[src/rtl/arb_pkg.sv]
// Shared types and sizing for the 8-requester arbiter.
package arb_pkg;

  localparam int NUM_REQ = 8;
  localparam int IDX_W   = 3;

  typedef enum logic {
    ST_IDLE  = 1'b0,
    ST_GRANT = 1'b1
  } arb_state_e;

  function automatic logic [NUM_REQ-1:0] idx_to_onehot(input logic [IDX_W-1:0] idx);
    logic [NUM_REQ-1:0] oh;
    oh      = '0;
    oh[idx] = 1'b1;
    return oh;
  endfunction

endpackage

[src/rtl/prio_pick_8.sv]
// Combinational circular priority search over 8 requests starting at 'start'.
// DESCEND selects the walk direction (start, start-1, ... or start, start+1, ...).
module prio_pick_8
  import arb_pkg::*;
#(
  parameter bit DESCEND = 1'b0
) (
  input  logic [NUM_REQ-1:0] req,
  input  logic [IDX_W-1:0]   start,
  output logic [IDX_W-1:0]   winner,
  output logic               found
);

  logic [IDX_W-1:0] idx;

  always_comb begin
    winner = '0;
    found  = 1'b0;
    idx    = '0;
    for (int i = 0; i < NUM_REQ; i++) begin
      // Index arithmetic wraps naturally at IDX_W bits.
      idx = DESCEND ? (start - IDX_W'(i)) : (start + IDX_W'(i));
      if (!found && req[idx]) begin
        winner = idx;
        found  = 1'b1;
      end
    end
  end

endmodule

[src/rtl/arbiter_8ch.sv]
// 8-channel IDLE/GRANT arbiter with hold timeout and registered one-hot grant.
// Define ROUND_ROBIN_EN for rotating priority; default build is fixed priority (7 highest).
module arbiter_8ch
  import arb_pkg::*;
#(
  parameter int MAX_HOLD = 16
) (
  input  logic               clk,
  input  logic               rst,
  input  logic [NUM_REQ-1:0] req,
  input  logic               done,
  output logic [NUM_REQ-1:0] gnt,
  output logic [IDX_W-1:0]   gnt_id,
  output logic               gnt_valid
);

  localparam int CNT_W = (MAX_HOLD > 1) ? $clog2(MAX_HOLD) : 1;
  localparam logic [CNT_W-1:0] HOLD_LAST = CNT_W'(MAX_HOLD - 1);

  arb_state_e         state, state_nxt;
  logic [CNT_W-1:0]   hold_cnt, hold_cnt_nxt;
  logic [NUM_REQ-1:0] gnt_nxt;
  logic [IDX_W-1:0]   gnt_id_nxt;
  logic               gnt_valid_nxt;
  logic [IDX_W-1:0]   pick_start;
  logic [IDX_W-1:0]   pick_id;
  logic               pick_found;
  logic               release_now;

`ifdef ROUND_ROBIN_EN
  localparam bit PICK_DESCEND = 1'b0;
  logic [IDX_W-1:0] ptr, ptr_nxt;

  assign pick_start = ptr + IDX_W'(1);
`else
  localparam bit PICK_DESCEND = 1'b1;

  assign pick_start = IDX_W'(NUM_REQ - 1);
`endif

  prio_pick_8 #(
    .DESCEND (PICK_DESCEND)
  ) u_pick (
    .req    (req),
    .start  (pick_start),
    .winner (pick_id),
    .found  (pick_found)
  );

  // Any combination of release causes collapses into one release edge.
  assign release_now = done | ~req[gnt_id] | (hold_cnt == HOLD_LAST);

  always_comb begin
    state_nxt     = state;
    gnt_nxt       = gnt;
    gnt_id_nxt    = gnt_id;
    gnt_valid_nxt = gnt_valid;
    hold_cnt_nxt  = hold_cnt;
`ifdef ROUND_ROBIN_EN
    ptr_nxt       = ptr;
`endif
    case (state)
      ST_IDLE: begin
        if (pick_found) begin
          state_nxt     = ST_GRANT;
          gnt_nxt       = idx_to_onehot(pick_id);
          gnt_id_nxt    = pick_id;
          gnt_valid_nxt = 1'b1;
          hold_cnt_nxt  = '0;
`ifdef ROUND_ROBIN_EN
          ptr_nxt       = pick_id;
`endif
        end
      end
      ST_GRANT: begin
        if (release_now) begin
          state_nxt     = ST_IDLE;
          gnt_nxt       = '0;
          gnt_id_nxt    = '0;
          gnt_valid_nxt = 1'b0;
          hold_cnt_nxt  = '0;
        end else begin
          hold_cnt_nxt  = hold_cnt + CNT_W'(1);
        end
      end
      default: begin
        state_nxt     = ST_IDLE;
        gnt_nxt       = '0;
        gnt_id_nxt    = '0;
        gnt_valid_nxt = 1'b0;
        hold_cnt_nxt  = '0;
      end
    endcase
  end

  always_ff @(posedge clk) begin
    if (rst) begin
      state     <= ST_IDLE;
      gnt       <= '0;
      gnt_id    <= '0;
      gnt_valid <= 1'b0;
      hold_cnt  <= '0;
    end else begin
      state     <= state_nxt;
      gnt       <= gnt_nxt;
      gnt_id    <= gnt_id_nxt;
      gnt_valid <= gnt_valid_nxt;
      hold_cnt  <= hold_cnt_nxt;
    end
  end

`ifdef ROUND_ROBIN_EN
  always_ff @(posedge clk) begin
    if (rst) begin
      ptr <= IDX_W'(NUM_REQ - 1);
    end else begin
      ptr <= ptr_nxt;
    end
  end
`endif

endmodule

[config.mk]
export PLATFORM = sky130hd
export DESIGN_NAME = arbiter_8ch
export DESIGN_NICKNAME = d
export VERILOG_FILES = /design/src/rtl/arb_pkg.sv /design/src/rtl/prio_pick_8.sv /design/src/rtl/arbiter_8ch.sv
export SDC_FILE = /design/constraint.sdc
export NUM_CORES = 1
export LEC_CHECK = 0
export BUFFER_PORTS_ARGS = -buffer_cell sky130_fd_sc_hd__buf_2
export CORE_MARGIN = 2
export CORE_UTILIZATION = 48
export DETAILED_ROUTE_END_ITERATION = 12
export HOLD_SLACK_MARGIN = 0.02
export PLACE_DENSITY = 0.79
export SLEW_MARGIN = 0
export SYNTH_ARGS = -nofsm -noshare
export SYNTH_HDL_FRONTEND = slang
export SYNTH_SLANG_ARGS = --single-unit
[constraint.sdc]
create_clock -name clk -period 2.4 [get_ports clk]
set_input_delay 0 -clock clk [delete_from_list [all_inputs] [get_ports clk]]
set_output_delay 0 -clock clk [all_outputs]
set_load 0.01 [all_outputs]
=== Word level (Yosys, flattened, before mapping) ===
Index checks and enable logic that the tools add are counted.

* Reduce and logical (&&, ||, !) cells: 16
* Equal/unequal tests: 3
* Mux-type cells: 35
* $lt $le $gt $ge: 3
* Add/sub/neg operators: 1
* Bitwise gates (word level): 4

{| class="wikitable"
|+ Operators by type and width
! cell !! number
|-
| $mux W3 || 10
|-
| $mux W8 || 2
|-
| $pmux W8 S2 || 1
|-
| $mux W1 || 14
|-
| $logic_and A1 B1 Y1 || 8
|-
| $lt A3 B4 Y1 const B || 2
|-
| $mux W4 || 2
|-
| $pmux W4 S2 || 1
|-
| $logic_not A1 Y1 || 7
|-
| $pmux W3 S2 || 1
|-
| $add A4 B1 Y4 const B || 1
|-
| $eq A4 B4 Y1 const B || 1
|-
| $pmux W1 S2 || 2
|-
| $bmux W1 S3 || 1
|-
| $demux W1 S3 || 1
|-
| $ge A3 B1 Y1 const B || 1
|-
| $ne A2 B1 Y1 const B || 1
|-
| $ne A2 B2 Y1 const B || 1
|-
| $not A1 Y1 || 2
|-
| $or A1 B1 Y1 || 2
|-
| $reduce_and A2 Y1 || 1
|}

* Register bits: 17
* Word-level logic and storage cells: 67
* Output and inout port bits: 12
* Input port bits: 11

=== Longest topological paths before layout ===
Gate-level depths: netlist of the first run.

* Depth in word-level cells: 28
* Mapped depth: 6
* Mapped depth without buffers: 6

=== Cells and area by module ===
A second synthesis of the first run with hierarchy kept.

* Cells, all modules: 188
* Area total of the unflattened synthesis: 1835.5 µm²

{| class="wikitable"
|+ Modules (own cells, without submodules)
! module !! instances !! seq. area each (µm²) !! area each (µm²) !! cells each
|-
| prio_pick_8 || 1 || 0.0 || 1088.5 || 115
|-
| arbiter_8ch || 1 || 340.3 || 747.0 || 73
|}

=== Worst setup path after synthesis of the first run ===
OpenSTA, ideal clock, no wires.

* Path type: reg-to-reg
* From: reg gnt_id[2]
* To: reg gnt[3]
* Required time: 2252 ps
* Cell stages (with the launch flop): 6
* Buffers on the path: 0
* Clock period less this slack: 1811 ps
* Setup time: 148 ps
* Data arrival time: 1664 ps
* Setup slack: 589 ps
* Path through: dfxtp_1 -> nor2b_1 -> a2111oi_0 -> nor4_4 -> a21oi_2 -> o32ai_1

* Cells in the longest elaborated chain, start to end: 7

{| class="wikitable"
|+ RTL lines
! element !! line !! RTL
|-
| from (decl) || arbiter_8ch.sv:13 || <nowiki>output logic [IDX_W-1:0] gnt_id,</nowiki>
|-
| from (signal assigned) || arbiter_8ch.sv:106 || <nowiki>gnt_id <= gnt_id_nxt;</nowiki>
|-
| $bmux W1 S3 || arbiter_8ch.sv:51 || <nowiki>assign release_now = done | ~req[gnt_id] | (hold_cnt == HOLD_LAST);</nowiki>
|-
| $mux W1 (not written as such) || arbiter_8ch.sv:51 ||
|-
| $not A1 Y1 || arbiter_8ch.sv:51 ||
|-
| $or A1 B1 Y1 (2 in series) || arbiter_8ch.sv:51 ||
|-
| $ne A2 B1 Y1 (no line) || - ||
|-
| $reduce_and A2 Y1 (no line) || - ||
|-
| to (signal assigned) || arbiter_8ch.sv:105 || <nowiki>gnt <= gnt_nxt;</nowiki>
|-
| to (decl) || arbiter_8ch.sv:12 || <nowiki>output logic [NUM_REQ-1:0] gnt,</nowiki>
|}

No other way between the ends. The select of a mux whose other input is x is not followed.
A chain may end at the register's enable or synchronous reset.

=== Worst setup path after layout of the first run ===
* From: reg gnt_id[2]
* To: reg gnt[5]

Same word-level chain as after synthesis.

==> results of run 1 <==
area by class of cell:
cell class / instances / area [µm²] / area share [%]
clock buffers: 3 / 22.5 / 2.09
clock inverters: 1 / 5.00 / 0.465
inverters: 10 / 37.5 / 3.49
multi-input cells: 76 / 507 / 47.1
flip-flops and latches: 17 / 340 / 31.6
well taps: 25 / 31.3 / 2.91
repair buffers: 25 / 133 / 12.3
per-stage QoR:
step,area (µm²),power (mW),hold WS (ns)
2_1_floorplan,892,0.372,0.117
3_3_place_gp,1050,0.414,0.346
3_5_place_dp,1050,0.417,0.349
4_1_cts,1080,0.570,0.0336
5_1_grt,1080,0.594,0.0644
6_report,1080,0.566,0.0416
power by group:
| part | switching, mW | total (mW) | internal [mW] |
|---|---|---|---|
| Combinational | 0.0604 | 0.104 | 0.0438 |
| Clock | 0.0929 | 0.155 | 0.0621 |
| Sequential | 0.0135 | 0.307 | 0.293 |
worst max-delay path: cells and delay by family, from the launching register on:
kind,cells,cell delay [ns]
AOI/OAI and AO/OA,2,0.39
DFF,1,0.48
muxes,1,0.38
and+or+nand+nor,2,0.50
cells by family (layout without fill, tap and decap cells):
kind of cell	after synthesis	in the layout	synth area share, %
compound gates	37	37	28.1
fa+ha+maj	1	1	1.40
simple gates	34	34	22.6
buf+inv	12	39	5.05
mux	4	4	4.77
flops	17	17	38.1
layer usage:
| metal | global-route usage, % | up-vias | part of all wire [%] |
|---|---|---|---|
| met5 | 0 | - | 0 |
| met4 | 10.0 | 0 | 1.7 |
| met3 | 4.62 | 4 | 5.1 |
| met2 | 27.4 | 21 | 44 |
| met1 | 31.0 | 397 | 50 |
| li1 | - | 452 | - |
final timing paths:
check | end | startpoint | slack [ns] | cells after the start
max | gnt[5] | gnt_id[2] | 0.51 | 5
min | hold_cnt[1] | rst | 0.04 | 2
max reg2reg | gnt[5] | gnt_id[2] | 0.51 | 5
min reg2reg | gnt[4] | gnt[4] | 0.47 | 2
state kept, by name, summed over array words and instances (netlist names):
register / cells
hold_cnt: 4
gnt_valid: 1
gnt: 8
state: 1
gnt_id: 3
cells in the final DEF (no fill, tap or decap), types with 3 or more instances in the layout:
cell type and n:
nor2b_1 3, nor2_1 13, clkbuf_4 3, buf_4 3, buf_2 22, inv_1 10, o21ai_0 5, nand3_1 5
nor3b_1 4, dfxtp_1 17, a21oi_1 10, a211oi_1 4, o31ai_1 5
==> results.yml, run 1 <==
outcome:
  status: "complete, no violations"
routing:
  drcViolationCount: 0
  via_count: 874
  drt-wirelength-per-cell_um: 12.8
  routed_wl_um: 2010
  first_iter_violations: 22
  ant_nets: 0
  vias_per_cell: 5.57
  dr.pass1.iters: 4
synthesis:
  synth_cells: 105
  ys_ff_latch: 17
  syn_nets: 117
  synth_top_area_share_pct: 38.1
  synth-async-reset-ratio_pct: 0
  synth_area_um2: 892
  synth_largest_area_cell: "dfxtp_1"
  yosysUniqueCellTypes: 32
  synth_flop_cell: "dfxtp_1"
  yosys-top-cells-count: "dfxtp_1, nor2_1, a21oi_1, inv_1"
  yosys.cell_count.top_type: "dfxtp_1"
  synth.area.top_cells: "dfxtp_1, a21oi_1, nor2_1, inv_1, o31ai_1"
  synth_area_per_cell_um2: 8.50
  synth_edf_count: 0
  yosys_warnings: 0
  ys_seq_area_share_pct: 38.1
timing:
  rsz0062_at_grt: "no"
  finalCritPeriodShare_pct: 78.7
  skew_ns: 0.000581
  worstMarginPinSlew_ns: 0.615
  period_needed_ns: 1.89
  final-setup-viol-count: 0
  finalWorstSetupSlack_ns: 0.512
  max_freq_mhz: 530
  maxSlewHeadroom_pct: 58.7
  tns_ns: 0
  slew_violations: 0
  hold_viol: 0
final_layout:
  drive_above_1_share_pct: 27.3
  post-route-util_pct: 61.6
  fin_cells: 157
  antennaDiodeCount: 0
  area_delta_synth_final_pct: 20.6
  layout.nets: 145
  fillCellCount: 171
critical_path:
  arrival_ns: 2.04
  crit_chain: "mux2_2 > nor3b_1 > nor4_4 > a21oi_2 > o32ai_1"
  critPathLaunchType: "register"
  crit_type: "register to register"
  cp_max_fo: 7
  critPathRequiredTime_ns: 2.56
  max_stage_delay_ns: 0.48
  crit_path_top_delay_cell: "dfxtp_1"
  cp-end-kind: "register"
global_route:
  grt_max_degree: 16
  grt_pass1_vias: 702
  grt_use_total_pct: 20.6
  antenna_found_initial: 0
  grt_pass1_wl_um: 3210
  overflow: 0
pwr:
  p_leak_nw: 0.431
  cellPowerDensity_nw_per_um2: 526
  ir_drop_v: 0.000348
die:
  ioPinCount: 23
  dieWidth_um: 47.1
  die_h_um: 47.1
  rows: 15
  start_util_pct: 51.1
  core_area_um2: 1750
  die_area_um2: 2220
clock_tree:
  cts_resized: 0
  post_cts_buffers: 0
  ctsHoldBuffers: 0
  htreeDepth: 1
  clockBufferDepth: 2
  insertion_delay_ns: 0.29
  clkSlewWorstSetupHoldPaths_ns: 0.10
  cts_tree: "built"
  cts_made_buffers: 3
  root_buffer: "clkbuf_4"
  clock_sinks: 17
placement:
  gp_congestion: 0.784
  dp_cells: 153
  place_ws_ns: 0.530
  hpwl_um: 1520
  portBuffers: 22
job:
  max_cap_viol_count: 0
worst_hold_path:
  hp-class: "primary input to register"
(Power assumes the default switching activity.)
==> run 2: changes to the inputs <==
--- a/config.mk
+++ b/config.mk
@@ -6,11 +6,12 @@
 export NUM_CORES = 1
 export LEC_CHECK = 0
 export BUFFER_PORTS_ARGS = -buffer_cell sky130_fd_sc_hd__buf_2
+export CORE_ASPECT_RATIO = 1.5
 export CORE_MARGIN = 2
-export CORE_UTILIZATION = 48
+export CORE_UTILIZATION = 45
 export DETAILED_ROUTE_END_ITERATION = 12
 export HOLD_SLACK_MARGIN = 0.02
-export PLACE_DENSITY = 0.79
+export PLACE_DENSITY = 0.78
 export SLEW_MARGIN = 0
 export SYNTH_ARGS = -nofsm -noshare
 export SYNTH_HDL_FRONTEND = slang
==> constraint.sdc (replaced) <==
create_clock -name clk -period 1.5 [get_ports clk]
set_input_delay 0 -clock clk [delete_from_list [all_inputs] [get_ports clk]]
set_output_delay 0 -clock clk [all_outputs]
set_load 0.01 [all_outputs]
==> results.yml, run 2 (synthesis gave the netlist of run 1 again) <==
outcome:
  status: "complete, but fails checks"
  violations: "negative setup slack"
clock_tree:
  clkSlewWorstSetupHoldPaths_ns: 0.10
  root_buffer: "clkbuf_4"
  clock_sinks: 17
  cts_tree: "built"
  htreeDepth: 1
  clockBufferDepth: 2
  cts_made_buffers: 3
  insertion_delay_ns: 0.29
timing:
  hold_viol: 0
  maxSlewHeadroom_pct: 72.3
  finalCritPeriodShare_pct: 106
  final-setup-viol-count: 16
  slew_violations: 0
  worstMarginPinSlew_ns: 0.412
  max_freq_mhz: 627
  period_needed_ns: 1.59
  rsz0062_at_grt: "yes"
  whs_ns: 0.0513
  skew_ns: 0.000768
  finalWorstSetupSlack_ns: -0.0940
pwr:
  intPower_mw: 0.678
  power.switching_mw: 0.286
  clkPwrFrac_pct: 25.4
  ir_drop_v: 0.000543
  swShare_pct: 29.7
  cellPowerDensity_nw_per_um2: 787
  p_total_mw: 0.965
  comb_power_share_pct: 23.9
  power_frac_seq_pct: 50.7
  p_leak_nw: 0.496
critical_path:
  cp-end-kind: "register"
  crit_type: "register to register"
  worst-r2r-setup-slack_ns: -0.09
  arrival_ns: 1.80
  critPathRequiredTime_ns: 1.71
  critPathLaunchType: "register"
  cp_max_fo: 8
global_route:
  grt_max_degree: 16
  grt_pass1_wl_um: 3530
  overflow: 0
  grt_pass1_vias: 855
  grt_use_total_pct: 21.0
  antenna_found_initial: 0
routing:
  ant_nets: 0
  dr.pass1.iters: 4
  first_iter_violations: 37
  routed_wl_um: 2300
  via_count: 947
  vias_per_cell: 5.81
  drt-wirelength-per-cell_um: 14.1
  drcViolationCount: 0
final_layout:
  layout.nets: 155
  fillCellCount: 153
  post-route-util_pct: 66.1
  largest_reg_flops: 8
  reg.largest.list: "gnt (8), hold_cnt (4), gnt_id (3)"
  antennaDiodeCount: 0
  final_common_cell: "buf_2"
  final_cell_mix: "buf_2, dfxtp_1, buf_4"
  multi_input_area_um2: 582
  regMostFlops: "gnt"
  area_delta_synth_final_pct: 37.4
  regArea_um2: 344
  drive_above_1_share_pct: 39.4
  design_area_um2: 1230
die:
  dieWidth_um: 40.4
  die_area_um2: 2360
  ioPinCount: 23
  die_h_um: 58.5
  rows: 19
  start_util_pct: 48.1
  core_area_um2: 1850
worst_hold_path:
  hp-class: "primary input to register"
placement:
  portBuffers: 22
  gp_congestion: 0.798
  hpwl_um: 1760
  placed_area_um2: 1150
  place_ws_ns: -0.201
job:
  max_cap_viol_count: 0
==> run 2: cell types whose count changed in the layout (fill, tap and decap cells not counted), moves of 2 or more <==
| cell | previous run | this run |
|---|---|---|
| buf_4 | 3 | 13 |
| a211oi_2 | 0 | 4 |
| nor3b_1 | 4 | 2 |
| nor3b_4 | 0 | 2 |
| a211oi_1 | 4 | 0 |
==> run 2: per-stage QoR <==
| step | TNS [ns] | instances |
|---|---|---|
| after CTS | -1.08 | 163 |
| final | -0.959 | 163 |
| after global routing | -2.58 | 163 |
| after detailed placement | -1.89 | 158 |
| after global placement | -0.971 | 158 |
| after floorplan | -0.996 | 105 |
==> run 2: routing by layer <==
| layer | global-route usage (%) | routed length, µm |
|---|---|---|
| met4 | 10.5 | 59 |
| met1 | 25.1 | 981 |
| met5 | 0 | 0 |
| met2 | 35.1 | 1160 |
| met3 | 2.26 | 97 |
==> run 2: worst paths after layout <==
check | from | to | depth (start not counted)
setup reg to reg | gnt_id[1] | hold_cnt[0] | 5
hold / removal | req[1] | gnt[1] | 3
setup / recovery | gnt_id[1] | hold_cnt[0] | 5
hold reg to reg | gnt[4] | gnt[4] | 2
==> run 2: what timing repair did <==
item	CTS	global route
buffers inserted	1	0
pin swaps	7	2
hold buffers	0	0
gates resized for setup	4	2
setup endpoints to repair	17	17
==> run 2: area by class of cell <==
type	count	share of cell area, %
flip-flops and latches	17	28.1
well taps	21	2.14
repair buffers	35	16.9
clock buffers	4	2.14
inverters	10	3.27
multi-input cells	76	47.4
==> run 2: critical path: stages, from the launching register on <==
cell and delay [ns]:
dfxtp_1 0.46, buf_4 0.17, a2111oi_4 0.04, nor4_4 0.39, nand2_2 0.22, o31ai_1 0.23
==> run 2: power by group through the flow <==
stage | Clock, mW | Sequential [mW] | Combinational, mW
after floorplan | 0 | 0.504 | 0.114
after global placement | 0 | 0.496 | 0.203
after detailed placement | 0 | 0.498 | 0.208
after CTS | 0.252 | 0.488 | 0.229
after global routing | 0.261 | 0.491 | 0.250
final | 0.245 | 0.489 | 0.231
